File: src/rtl/sprite_pkg.sv
// Shared constants and encodings for the sprite pixel plotter.
// Holds screen bounds, colour constants and the plotter state/mode types.
package sprite_pkg;

    localparam int SCREEN_W = 160;
    localparam int SCREEN_H = 120;

    localparam logic [2:0] COL_BLACK = 3'b000;
    localparam logic [2:0] COL_RED   = 3'b100;

    typedef enum logic [1:0] {
        IDLE = 2'd0,
        SCAN = 2'd1,
        DONE = 2'd2
    } plot_state_e;

    typedef enum logic {
        MODE_CHAR = 1'b0,
        MODE_BG   = 1'b1
    } plot_mode_e;

endpackage

File: src/rtl/pixel_scan_counter.sv
// Raster column/row counter walking a SPRITE_W x SPRITE_H box.
// Ports: clock, resetn, start (clear), step (advance) -> i, j, last.
module pixel_scan_counter #(
    parameter int SPRITE_W = 4,
    parameter int SPRITE_H = 4
) (
    input  logic       clock,
    input  logic       resetn,
    input  logic       start,
    input  logic       step,
    output logic [2:0] i,
    output logic [2:0] j,
    output logic       last
);

    localparam logic [2:0] I_MAX = 3'(SPRITE_W - 1);
    localparam logic [2:0] J_MAX = 3'(SPRITE_H - 1);

    logic [2:0] i_q, i_d;
    logic [2:0] j_q, j_d;

    always_comb begin
        i_d = i_q;
        j_d = j_q;
        if (start) begin
            i_d = '0;
            j_d = '0;
        end else if (step) begin
            if (i_q == I_MAX) begin
                i_d = '0;
                j_d = (j_q == J_MAX) ? 3'd0 : j_q + 3'd1;
            end else begin
                i_d = i_q + 3'd1;
            end
        end
    end

    always_ff @(posedge clock or negedge resetn) begin
        if (!resetn) begin
            i_q <= '0;
            j_q <= '0;
        end else begin
            i_q <= i_d;
            j_q <= j_d;
        end
    end

    assign i    = i_q;
    assign j    = j_q;
    assign last = (i_q == I_MAX) && (j_q == J_MAX);

endmodule

File: src/rtl/sprite_plotter.sv
// Scans a sprite box into single-pixel VGA writes with clipping and masking.
// Ports: clock/resetn, position/colour/requests in; vga_*, plot, busy, done out.
module sprite_plotter
    import sprite_pkg::*;
#(
    parameter int                         SPRITE_W    = 4,
    parameter int                         SPRITE_H    = 4,
    parameter logic [SPRITE_W*SPRITE_H-1:0] SPRITE_MASK = 16'hFFFF,
    parameter logic [2:0]                 BG_COLOUR   = COL_BLACK
) (
    input  logic       clock,
    input  logic       resetn,
    input  logic [7:0] xCoordinate,
    input  logic [6:0] yCoordinate,
    input  logic [2:0] color,
    input  logic       drawChar,
    input  logic       drawBG,
    output logic [7:0] vga_x,
    output logic [6:0] vga_y,
    output logic [2:0] vga_colour,
    output logic       plot,
    output logic       busy,
    output logic       doneChar,
    output logic       doneBG
);

    // Zero-extended so any 6-bit mask index is in range.
    localparam logic [63:0] MASK_EXT = 64'(SPRITE_MASK);

    plot_state_e state_q, state_d;
    plot_mode_e  mode_q, mode_d;
    logic [7:0]  x_q, x_d;
    logic [6:0]  y_q, y_d;
    logic [2:0]  col_q, col_d;

    logic       accept;
    logic       in_scan;
    logic [2:0] ci, cj;
    logic       last;
    logic [8:0] px;
    logic [7:0] py;
    logic [5:0] idx;

    assign accept  = (state_q == IDLE) && (drawChar || drawBG);
    assign in_scan = (state_q == SCAN);

    pixel_scan_counter #(
        .SPRITE_W (SPRITE_W),
        .SPRITE_H (SPRITE_H)
    ) u_cnt (
        .clock  (clock),
        .resetn (resetn),
        .start  (accept),
        .step   (in_scan),
        .i      (ci),
        .j      (cj),
        .last   (last)
    );

    always_comb begin
        state_d = state_q;
        mode_d  = mode_q;
        x_d     = x_q;
        y_d     = y_q;
        col_d   = col_q;
        unique case (state_q)
            IDLE: begin
                if (accept) begin
                    state_d = SCAN;
                    x_d     = xCoordinate;
                    y_d     = yCoordinate;
                    // Erase takes priority; a simultaneous draw is dropped.
                    mode_d  = drawBG ? MODE_BG : MODE_CHAR;
                    col_d   = drawBG ? BG_COLOUR : color;
                end
            end
            SCAN: begin
                if (last) state_d = DONE;
            end
            DONE: begin
                state_d = IDLE;
            end
            default: begin
                state_d = IDLE;
            end
        endcase
    end

    always_ff @(posedge clock or negedge resetn) begin
        if (!resetn) begin
            state_q <= IDLE;
            mode_q  <= MODE_CHAR;
            x_q     <= '0;
            y_q     <= '0;
            col_q   <= '0;
        end else begin
            state_q <= state_d;
            mode_q  <= mode_d;
            x_q     <= x_d;
            y_q     <= y_d;
            col_q   <= col_d;
        end
    end

    // Extra carry bit lets the clip test catch wrap past the screen edge.
    assign px  = {1'b0, x_q} + {6'b0, ci};
    assign py  = {1'b0, y_q} + {5'b0, cj};
    assign idx = {3'b0, cj} * 6'(SPRITE_W) + {3'b0, ci};

    assign vga_x      = px[7:0];
    assign vga_y      = py[6:0];
    assign vga_colour = col_q;

    assign plot = in_scan
                && (px < 9'(SCREEN_W))
                && (py < 8'(SCREEN_H))
                && ((mode_q == MODE_BG) || MASK_EXT[idx]);

    assign busy     = (state_q != IDLE);
    assign doneChar = (state_q == DONE) && (mode_q == MODE_CHAR);
    assign doneBG   = (state_q == DONE) && (mode_q == MODE_BG);

endmodule

File: config.mk
export PLATFORM = sky130hd
export DESIGN_NAME = sprite_plotter
export DESIGN_NICKNAME = d
export VERILOG_FILES = /design/src/rtl/sprite_pkg.sv /design/src/rtl/pixel_scan_counter.sv /design/src/rtl/sprite_plotter.sv
export SDC_FILE = /design/constraint.sdc
export NUM_CORES = 1
export LEC_CHECK = 0
export ABC_AREA = 1
export BUFFER_PORTS_ARGS = -buffer_cell sky130_fd_sc_hd__buf_4
export CAP_MARGIN = 20
export CORE_MARGIN = 2
export CORE_UTILIZATION = 50
export DETAILED_ROUTE_END_ITERATION = 10
export PLACE_DENSITY = 0.76
export SLEW_MARGIN = 20
export SYNTH_ARGS = -nofsm -noshare
export SYNTH_HDL_FRONTEND = slang
export SYNTH_SLANG_ARGS = --single-unit
export TNS_END_PERCENT = 100
File: constraint.sdc
create_clock -name clock -period 2.4 [get_ports clock]
set_input_delay 0.48 -clock clock [delete_from_list [all_inputs] [get_ports clock]]
set_output_delay 0.48 -clock clock [all_outputs]
set_load 0.1 [all_outputs]
==> results of run 1 <==
==> routing by layer <==
layer  GRT usage  vias up  share of wire
met4      0.0745        0          0.017
met3      0.0210        7          0.039
met1       0.254      698           0.44
met5           0        -              0
li1            -      773              -
met2       0.348       40           0.50
==> Yosys cell counts <==
cell      instances  area [um^2]
nand2_1          69          259
inv_1            34          128
dfrtp_1          27          676
nand3_1          12         60.1
o21ai_0          12         60.1
nor2_1            9         33.8
ha_1              8          100
nand2_2           5         31.3
a21oi_1           4         20.0
inv_2             3         11.3
nand4_1           3         18.8
a21oi_2           2         17.5
buf_2             2         10.0
fa_1              2         40.0
nand3b_1          2         15.0
nor2_2            2         12.5
nor3_1            2         10.0
o21ai_2           2         17.5
xnor2_1           2         17.5
xor2_1            2         17.5
a211oi_1          1         7.51
buf_4             1         7.51
buf_6             1         11.3
nand3_2           1         10.0
nor3_2            1         10.0
o21ai_1           1         5.00
o22ai_1           1         6.26
o32ai_1           1         8.76
xor2_2            1         16.3
==> sequential cells by signal (all words and copies together), names as in the netlist <==
signal and count:
x_q 8, y_q 7, u_cnt.i 3, u_cnt.j 3
vga_colour 3, state_q 2, mode_q 1
==> through the flow <==
step | area [um^2] | cells | hold WS (ns) | utilization | TNS (ns)
finish | 2280 | 310 | 0.0205 | 0.741 | -0.520
global route | 2280 | 310 | 0.0325 | 0.741 | -1.11
CTS | 2180 | 306 | 0.0319 | 0.707 | -0.627
detailed placement | 2080 | 300 | 0.410 | 0.675 | 0
global placement | 2080 | 300 | 0.413 | 0.675 | 0
floorplan | 1700 | 213 | 0.184 | - | -0.613
==> cells in the final DEF, fill, tap and decap left out, types with 3 or more instances in the layout <==
cell | synthesis | final
nor2_2 | 2 | 4
nand3_1 | 12 | 11
nand2_2 | 5 | 9
inv_1 | 34 | 30
ha_2 | 0 | 3
buf_12 | 0 | 4
a21oi_1 | 4 | 3
o21ai_0 | 12 | 12
buf_6 | 1 | 5
nor2_1 | 9 | 7
nor3_2 | 1 | 3
inv_2 | 3 | 7
nand4_1 | 3 | 3
nand2_1 | 69 | 65
dfrtp_1 | 27 | 27
ha_1 | 8 | 4
buf_4 | 1 | 43
clkbuf_4 | 0 | 3
==> cell families after synthesis <==
family,after synthesis,share of synthesized area
and+or+nand+nor,106,0.281
buffers and inverters,41,0.102
DFF,27,0.413
AOI/OAI and AO/OA,24,0.0871
adders and majority gates,10,0.0856
xor gates and xnor gates,5,0.0313
==> area by class of cell <==
class | count | area [um^2]
Clock buffer | 3 | 22.5
Tap cell | 44 | 55.1
Sequential cell | 27 | 676
Timing Repair Buffer | 53 | 474
Clock inverter | 1 | 5.00
Fill cell | 250 | 797
Inverter | 37 | 139
Multi-Input combinational cell | 145 | 910
==> worst max path at each step <==
stage,slack (ns),start,to
2_1_floorplan,-0.60,u_cnt.j[0],plot
3_3_place_gp,0.09,x_q[0],plot
3_5_place_dp,0.05,y_q[0],plot
4_1_cts,-0.24,x_q[0],plot
5_1_grt,-0.38,x_q[0],plot
6_report,-0.24,x_q[0],plot
==> timing repair <==
item                       CTS  global route
cloned                       0             0
hold endpoints to repair     0             0
pin swaps                    8             6
resized for setup           19            18
setup buffers                2             4
setup endpoints to repair    6            11
==> metrics, run 1 <==
Die Wd=61.2 um; RSZ-0062 raised after global routing=true; Mapped Area=1640 um^2; Yosys Warn Count=0; pin count of the biggest net entering global routing=28; Critical R2R Capture=u_cnt.j[1]; r2r startpoint=u_cnt.i[0]; Clk Latency, worst-skew pair=0.33 ns; # port buffers=43; CTS Hold Bufs=0; Layout area overhead=39.3%; layout cell share with drive strength beyond 1=0.368; Hold Violations, Final=0; drt pass-1 iters=5; sequential share of the synthesized area=0.413; HPWL Detailed=approximately 2500 um; Remaining DRCs=0; Worst EP arrival=2.16 ns; Starting Density=0.532; Max-slew headroom=0.720; endpoint class of the critical path=output port; IO Count=44; failing checks=negative setup slack; Yosys reg bits=27; Crit path buffers/inverters=3; Crit Path Class=reg -> out; Slew Limit Fails=0; Synthesized Nets=245; TritonCTS clock tree=yes; vias in the first global route=around 1300; routed length per instance=11.4 um; FP Rows=20; Reg clk slew, reported paths=0.15 ns; syn_area_per_cell=7.69 um^2; global-route wire length before repair=5500 um; die area=around 3700 um^2; CP required=1.92 ns; Cell variety after synth=29; fin crit period=2.64 ns; CTS sink cnt=27; die span in y=61.2 um; status=complete, but fails checks; crit-path max cell delay=0.39 ns; Startpoint Class=flip-flop; worst slack at placement=around 0.054 ns; f_max=379 MHz; setup violators final=4; H-tree levels=1; Placer Congestion=between 0.8 and 0.9; routed via count=1518; clk buf depth=2; initial antenna violation count=0; total gr overflow=0; cell chain of the critical path=ha_2 > inv_2 > fa_2 > inv_2 > nand2_2 > nand2_2 > nand3_2 > nand2_2 > nand2_1 > nand2_1 > nand2_1 > nor2_2 > buf_12; Max FO, Critical Path=3; Inserted Clock Buffers=3; Max stage delay cell, worst path=dfrtp_1; core footprint=3080 um^2; Max-Cap Viols=0; post-DR vias/cell=4.90; final net count=299; hold crit path type=in -> async; ANT cells=0; 1st-iter DRT viols=62; CP delay by family, top=simple AND/OR/NAND/NOR gates; Worst-Margin Slew=approximately 0.42 ns; post-synthesis cell count=213; drt total wl=3550 um; Final ANT Viol Nets=0; Clock Skews=just over 0.009 ns; slack of the critical path=-0.241 ns; r2r setup slk=approximately 0.9 ns; cell depth of the worst setup path=13; FF-to-FF path depth=8; CTS root buf=clkbuf_4; period utilisation layout=1.10; GRT Total Usage=0.199
Power of run 1 is not shown: default switching activity piles up to over one toggle a cycle in this logic, so the estimate is an artifact.
==> run 2, diff against run 1 <==
--- a/config.mk
+++ b/config.mk
@@ -11,7 +11,7 @@
 export CORE_MARGIN = 2
 export CORE_UTILIZATION = 50
 export DETAILED_ROUTE_END_ITERATION = 10
-export PLACE_DENSITY = 0.76
+export PLACE_DENSITY = 0.84
 export SLEW_MARGIN = 20
 export SYNTH_ARGS = -nofsm -noshare
 export SYNTH_HDL_FRONTEND = slang
==> run 2 against run 1 <==
Effect of this change: the run still ends with negative setup slack left; worst setup slack better by 0.025 ns; final area up 3.9%; global-route usage up 0.34 points; via count down 0.33%; first-iteration DRC count down 27%; highest routed layer unchanged.
==> metrics, run 2 (synthesized netlist as in run 1, its figures left out) <==
status=complete, but fails checks; failing checks=negative setup slack; initial antenna violation count=0 (unchanged); Slew Limit Fails=0 (unchanged); die span in y=61.2 um (unchanged); most frequent cells in the layout=nand2_1 (61), buf_4 (47), inv_1 (28), dfrtp_1 (27), o21ai_0 (12); final non-filler cell area=2370 um^2 (+3.9%); Inserted Clock Buffers=3 (unchanged); Max stage delay cell, worst path=dfrtp_1; CP delay by family, top=simple AND/OR/NAND/NOR gates; Clock Skews=0.0108 ns (+0.00144 ns); layer carrying the most global-route usage=met2; met3 Usage GRT=0.0189 (-0.00210); Largest Register=x_q; Starting Density=0.532 (unchanged); cell chain of the critical path=ha_2 > inv_2 > fa_2 > inv_2 > nand2_4 > nand2_4 > nand3_2 > nand2_2 > nand2_1 > nand2_1 > nand2_1 > nor2_2 > buf_12; setup violators final=3 (-1); global-route wire length before repair=5700 um (+3.6%); critical path's most frequent cell=nand2_1; drt pass-1 iters=4 (-1); Die Wd=61.2 um (unchanged); Placer Congestion=0.853 (+0.61%); Placement Cell Area=2080 um^2 (unchanged); max FFs per register=8 (unchanged); worst slack at placement=0.0318 ns (-0.0225 ns); slack of the critical path=-0.216 ns (+0.0248 ns); die area=3750 um^2 (unchanged); Util after Layout=0.770 (+0.0289); Max-Cap Viols=0 (unchanged); IO Count=44 (unchanged); Hold Violations, Final=0 (unchanged); grt met1 use=0.263 (+0.00928); Final ANT Viol Nets=0 (unchanged); drt total wl=3590 um (+1.1%); TritonCTS clock tree=yes; CTS root buf=clkbuf_4; ANT cells=0 (unchanged); pin count of the biggest net entering global routing=28 (unchanged); Worst-Margin Slew=0.421 ns (+0.00134 ns); routed length per instance=11.4 um (-0.53%); hold_ws=0.0452 ns (+0.0247 ns); Max-slew headroom=0.719 (about the same); Layout area overhead=44.7%; core footprint=3080 um^2 (unchanged); Crit path buffers/inverters=3 (unchanged); grt met2 use=0.369 (+0.0213); CTS Hold Bufs=0 (unchanged); H-tree levels=1 (unchanged); fin crit period=2.62 ns (-0.0248 ns); f_max=382 MHz (+0.95%); endpoint class of the critical path=output port; Remaining DRCs=0 (unchanged); Crit Path Class=reg -> out; RSZ-0062 raised after global routing=true; crit-path max cell delay=0.39 ns (about the same); vias in the first global route=1395 (+3.9%); # port buffers=43 (unchanged); Max FO, Critical Path=3 (unchanged); Worst EP arrival=2.14 ns (-0.02 ns); Reg clk slew, reported paths=0.14 ns (about the same); Largest regs=x_q (8), y_q (7); total gr overflow=0 (unchanged); hold crit path type=in -> async; FP Rows=20 (unchanged); clk buf depth=2 (unchanged); CTS sink cnt=27 (unchanged); final net count=304 (+1.7%); commonest non-fill, non-tap cell in the layout=nand2_1; GRT Total Usage=0.202 (+0.00337); HPWL Detailed=2500 um (-1.5%); CP required=1.92 ns (about the same); 1st-iter DRT viols=45 (-27%); routed via count=1513 (-0.33%); post-DR vias/cell=4.80 (-1.9%); period utilisation layout=1.09 (-0.0103); layout cell share with drive strength beyond 1=0.399 (+0.0301); Clk Latency, worst-skew pair=0.31 ns (-0.02 ns); Startpoint Class=flip-flop
## run 2: changes by cell type in the layout (fill, tap and decap cells not counted), sizes merged
cell / delta
buf: +5
clkbuf: +1
clkinv: -1
## run 2: worst register-to-register path: cells and delay by family, from the launching register on
| kind | cells | cell delay, ns |
|---|---|---|
| buffers and inverters | 1 | 0.36 |
| flip-flops | 1 | 0.45 |
| AND/OR/NAND/NOR | 3 | 0.34 |
| AO/OA/AOI/OAI | 2 | 0.24 |
## run 2: layer usage
layer	vias up	wire (um)	share of wire
li1	776	-	-
met1	689	1590	0.44
met2	46	1810	0.50
met3	2	172	0.048
met4	0	19	0.0053
met5	-	0	0
## run 2: final cells by class
cell class	count	area (um^2)
multi-input cells	145	935
clock buffers	4	26.3
well taps	44	55.1
fillers	226	708
flip-flops and latches	27	676
inverters	37	141
repair buffers	58	537
## run 2: timing repair
action	4_1_cts	5_1_grt
setup buffers	6	5
endpoints found under the setup margin	7	11
pin swaps	7	6
resized for setup	27	25
## run 2: final timing paths
check | startpoint | to | slack, ns | cells after the start
worst max-delay path | u_cnt.i[0] | plot | -0.22 | 13
worst min-delay path | resetn | x_q[0] | 0.05 | 1
worst max register to register | state_q[0] | u_cnt.j[1] | 0.89 | 6
worst min register to register | vga_colour[2] | vga_colour[2] | 0.51 | 2
max in group asynchronous | resetn | y_q[6] | 2.08 | 1
min in group clock | xCoordinate[0] | x_q[0] | 0.35 | 3
## run 2: through the flow
step / TNS, ns / instances
4_1_cts: -0.582 / 310
6_report: -0.466 / 315
3_5_place_dp: 0 / 300
3_3_place_gp: 0 / 300
2_1_floorplan: -0.613 / 213
5_1_grt: -1.08 / 315
Power of run 2 is left out for the same reason.
==> run 3, diff against run 2 <==
==> constraint.sdc (replaced) <==
create_clock -name clock -period 3.12 [get_ports clock]
set_input_delay 0.624 -clock clock [delete_from_list [all_inputs] [get_ports clock]]
set_output_delay 0.624 -clock clock [all_outputs]
set_load 0.1 [all_outputs]
==> run 3 against run 2 <==
Effect of this change: the flow now finishes without violations; global-route usage fell by 0.97 points; register-to-register slack improved by 0.73 ns; clock-buffer cell count did not move; final area fell by 13%; highest routed layer unchanged.
==> metrics, run 3 (synthesized netlist as in run 1, its figures left out) <==
critical path's most frequent cell=nand2_1; ANT cells=0 (unchanged); Hold Violations, Final=0 (unchanged); Final ANT Viol Nets=0 (unchanged); CP required=2.50 ns (+0.58 ns); final net count=291 (-4.3%); Startpoint Class=flip-flop; most frequent cells in the layout=nand2_1 (69), buf_4 (44), inv_1 (34), dfrtp_1 (27); fin crit period=2.92 ns; period utilisation layout=0.937; die area=3750 um^2 (unchanged); GRT Total Usage=0.193 (-0.00965); drt total wl=3210 um (-11%); hold crit path type=in -> async; clk buf depth=2 (unchanged); IO Count=44 (unchanged); Starting Density=0.532 (unchanged); Clock Skews=0.00176 ns (-0.00900 ns); Placement Cell Area=2020 um^2 (-2.8%); H-tree levels=1 (unchanged); crit-path max cell delay=0.42 ns (+0.03 ns); Max FO, Critical Path=4 (+1); Remaining DRCs=0 (unchanged); commonest non-fill, non-tap cell in the layout=nand2_1; Layout fillers=289 (+28%); Slew Limit Fails=0 (unchanged); HPWL Detailed=2470 um (-1.1%); initial antenna violation count=0 (unchanged); endpoint class of the critical path=output port; metal2 WL=1500 um (-17%); Max-slew headroom=0.715 (-0.00448); Max-Cap Viols=0 (unchanged); layout cell share with drive strength beyond 1=0.267 (-0.131); routed length per instance=10.6 um (-6.7%); max FFs per register=8 (unchanged); cell chain of the critical path=ha_1 > inv_1 > fa_1 > inv_1 > nand2_1 > nand2_1 > nand3_1 > nand2_1 > nand2_1 > nand2_1 > nand2_1 > nor2_2 > buf_8; die span in y=61.2 um (unchanged); Reg clk slew, reported paths=0.14 ns (about the same); total gr overflow=0 (unchanged); FP Rows=20 (unchanged); vias in the first global route=1299 (-6.9%); max layer used=met4; # port buffers=43 (unchanged); f_max=342 MHz; Placer Congestion=0.854 (+0.13%); drt pass-1 iters=4 (unchanged); CTS Hold Bufs=0 (unchanged); Metal-1 WL=1500 um (-5.5%); TritonCTS clock tree=yes; Inserted Clock Buffers=3 (unchanged); Max stage delay cell, worst path=fa_1; final non-filler cell area=2060 um^2 (-13%); Die Wd=61.2 um (unchanged); routed via count=1456 (-3.8%); Largest regs=x_q (8), y_q (7); Largest Register=x_q; CTS root buf=clkbuf_4; 1st-iter DRT viols=33 (-27%); total negative slack=0 ns (+0.466 ns); global-route wire length before repair=5390 um (-5.5%); Layout area overhead=25.8%; CTS sink cnt=27 (unchanged); Clk Latency, worst-skew pair=0.33 ns (+0.02 ns); post-DR vias/cell=4.82 (+0.38%); Worst-Margin Slew=0.428 ns (+0.00672 ns); core footprint=3080 um^2 (unchanged); Worst EP arrival=2.30 ns (+0.16 ns); WL met3=184 um (+7.0%); Crit Path Class=reg -> out; setup violators final=0 (-3); pin count of the biggest net entering global routing=28 (unchanged); status=complete, no violations
==> run 3: final cells by class <==
type / instances / area [um^2] / area share
multi-input cells: 145 / 820 / 0.398
clock buffers: 4 / 26.3 / 0.0128
repair buffers: 45 / 345 / 0.168
flip-flops and latches: 27 / 676 / 0.328
well taps: 44 / 55.1 / 0.0267
inverters: 37 / 139 / 0.0674
==> run 3: final timing paths <==
path	slack, ns	cells after the start	endpoint	from
worst max-delay path	0.20	13	plot	u_cnt.i[0]
worst min-delay path	0.17	1	vga_colour[0]	resetn
worst max register to register	1.62	6	u_cnt.j[1]	state_q[0]
worst min register to register	0.51	2	vga_colour[1]	vga_colour[1]
max in group asynchronous	2.69	1	y_q[6]	resetn
min in group clock	0.47	3	y_q[0]	yCoordinate[0]
==> run 3: stage by stage <==
step,instances,hold slack (ns),utilization,setup slack (ns)
final,302,0.173,0.670,0.198
after global routing,302,0.180,0.670,-0.00222
after CTS,301,0.176,0.665,0.137
after detailed placement,297,0.479,0.656,0.535
after global placement,297,0.473,0.656,0.582
after floorplan,213,0.328,-,-0.0218
==> run 3: metal layers <==
layer,GRT usage,vias up
met2,0.319,34
met3,0.0483,4
met1,0.259,662
met4,0.0373,0
met5,0,-
li1,-,756
==> run 3: timing repair <==
item | 4_1_cts | 5_1_grt
setup buffers | 0 | 1
resized for setup | 0 | 2
endpoints found under the setup margin | 0 | 1
==> run 3: worst max-delay path, delay by kind of cell, from the launching register on <==
| family | cells | cell delay (ns) |
|---|---|---|
| adder cells (fa/ha/maj) | 2 | 0.61 |
| AND/OR/NAND/NOR | 8 | 0.60 |
| buffers and inverters | 3 | 0.35 |
| flip-flops | 1 | 0.41 |
Power of run 3 is left out for the same reason.
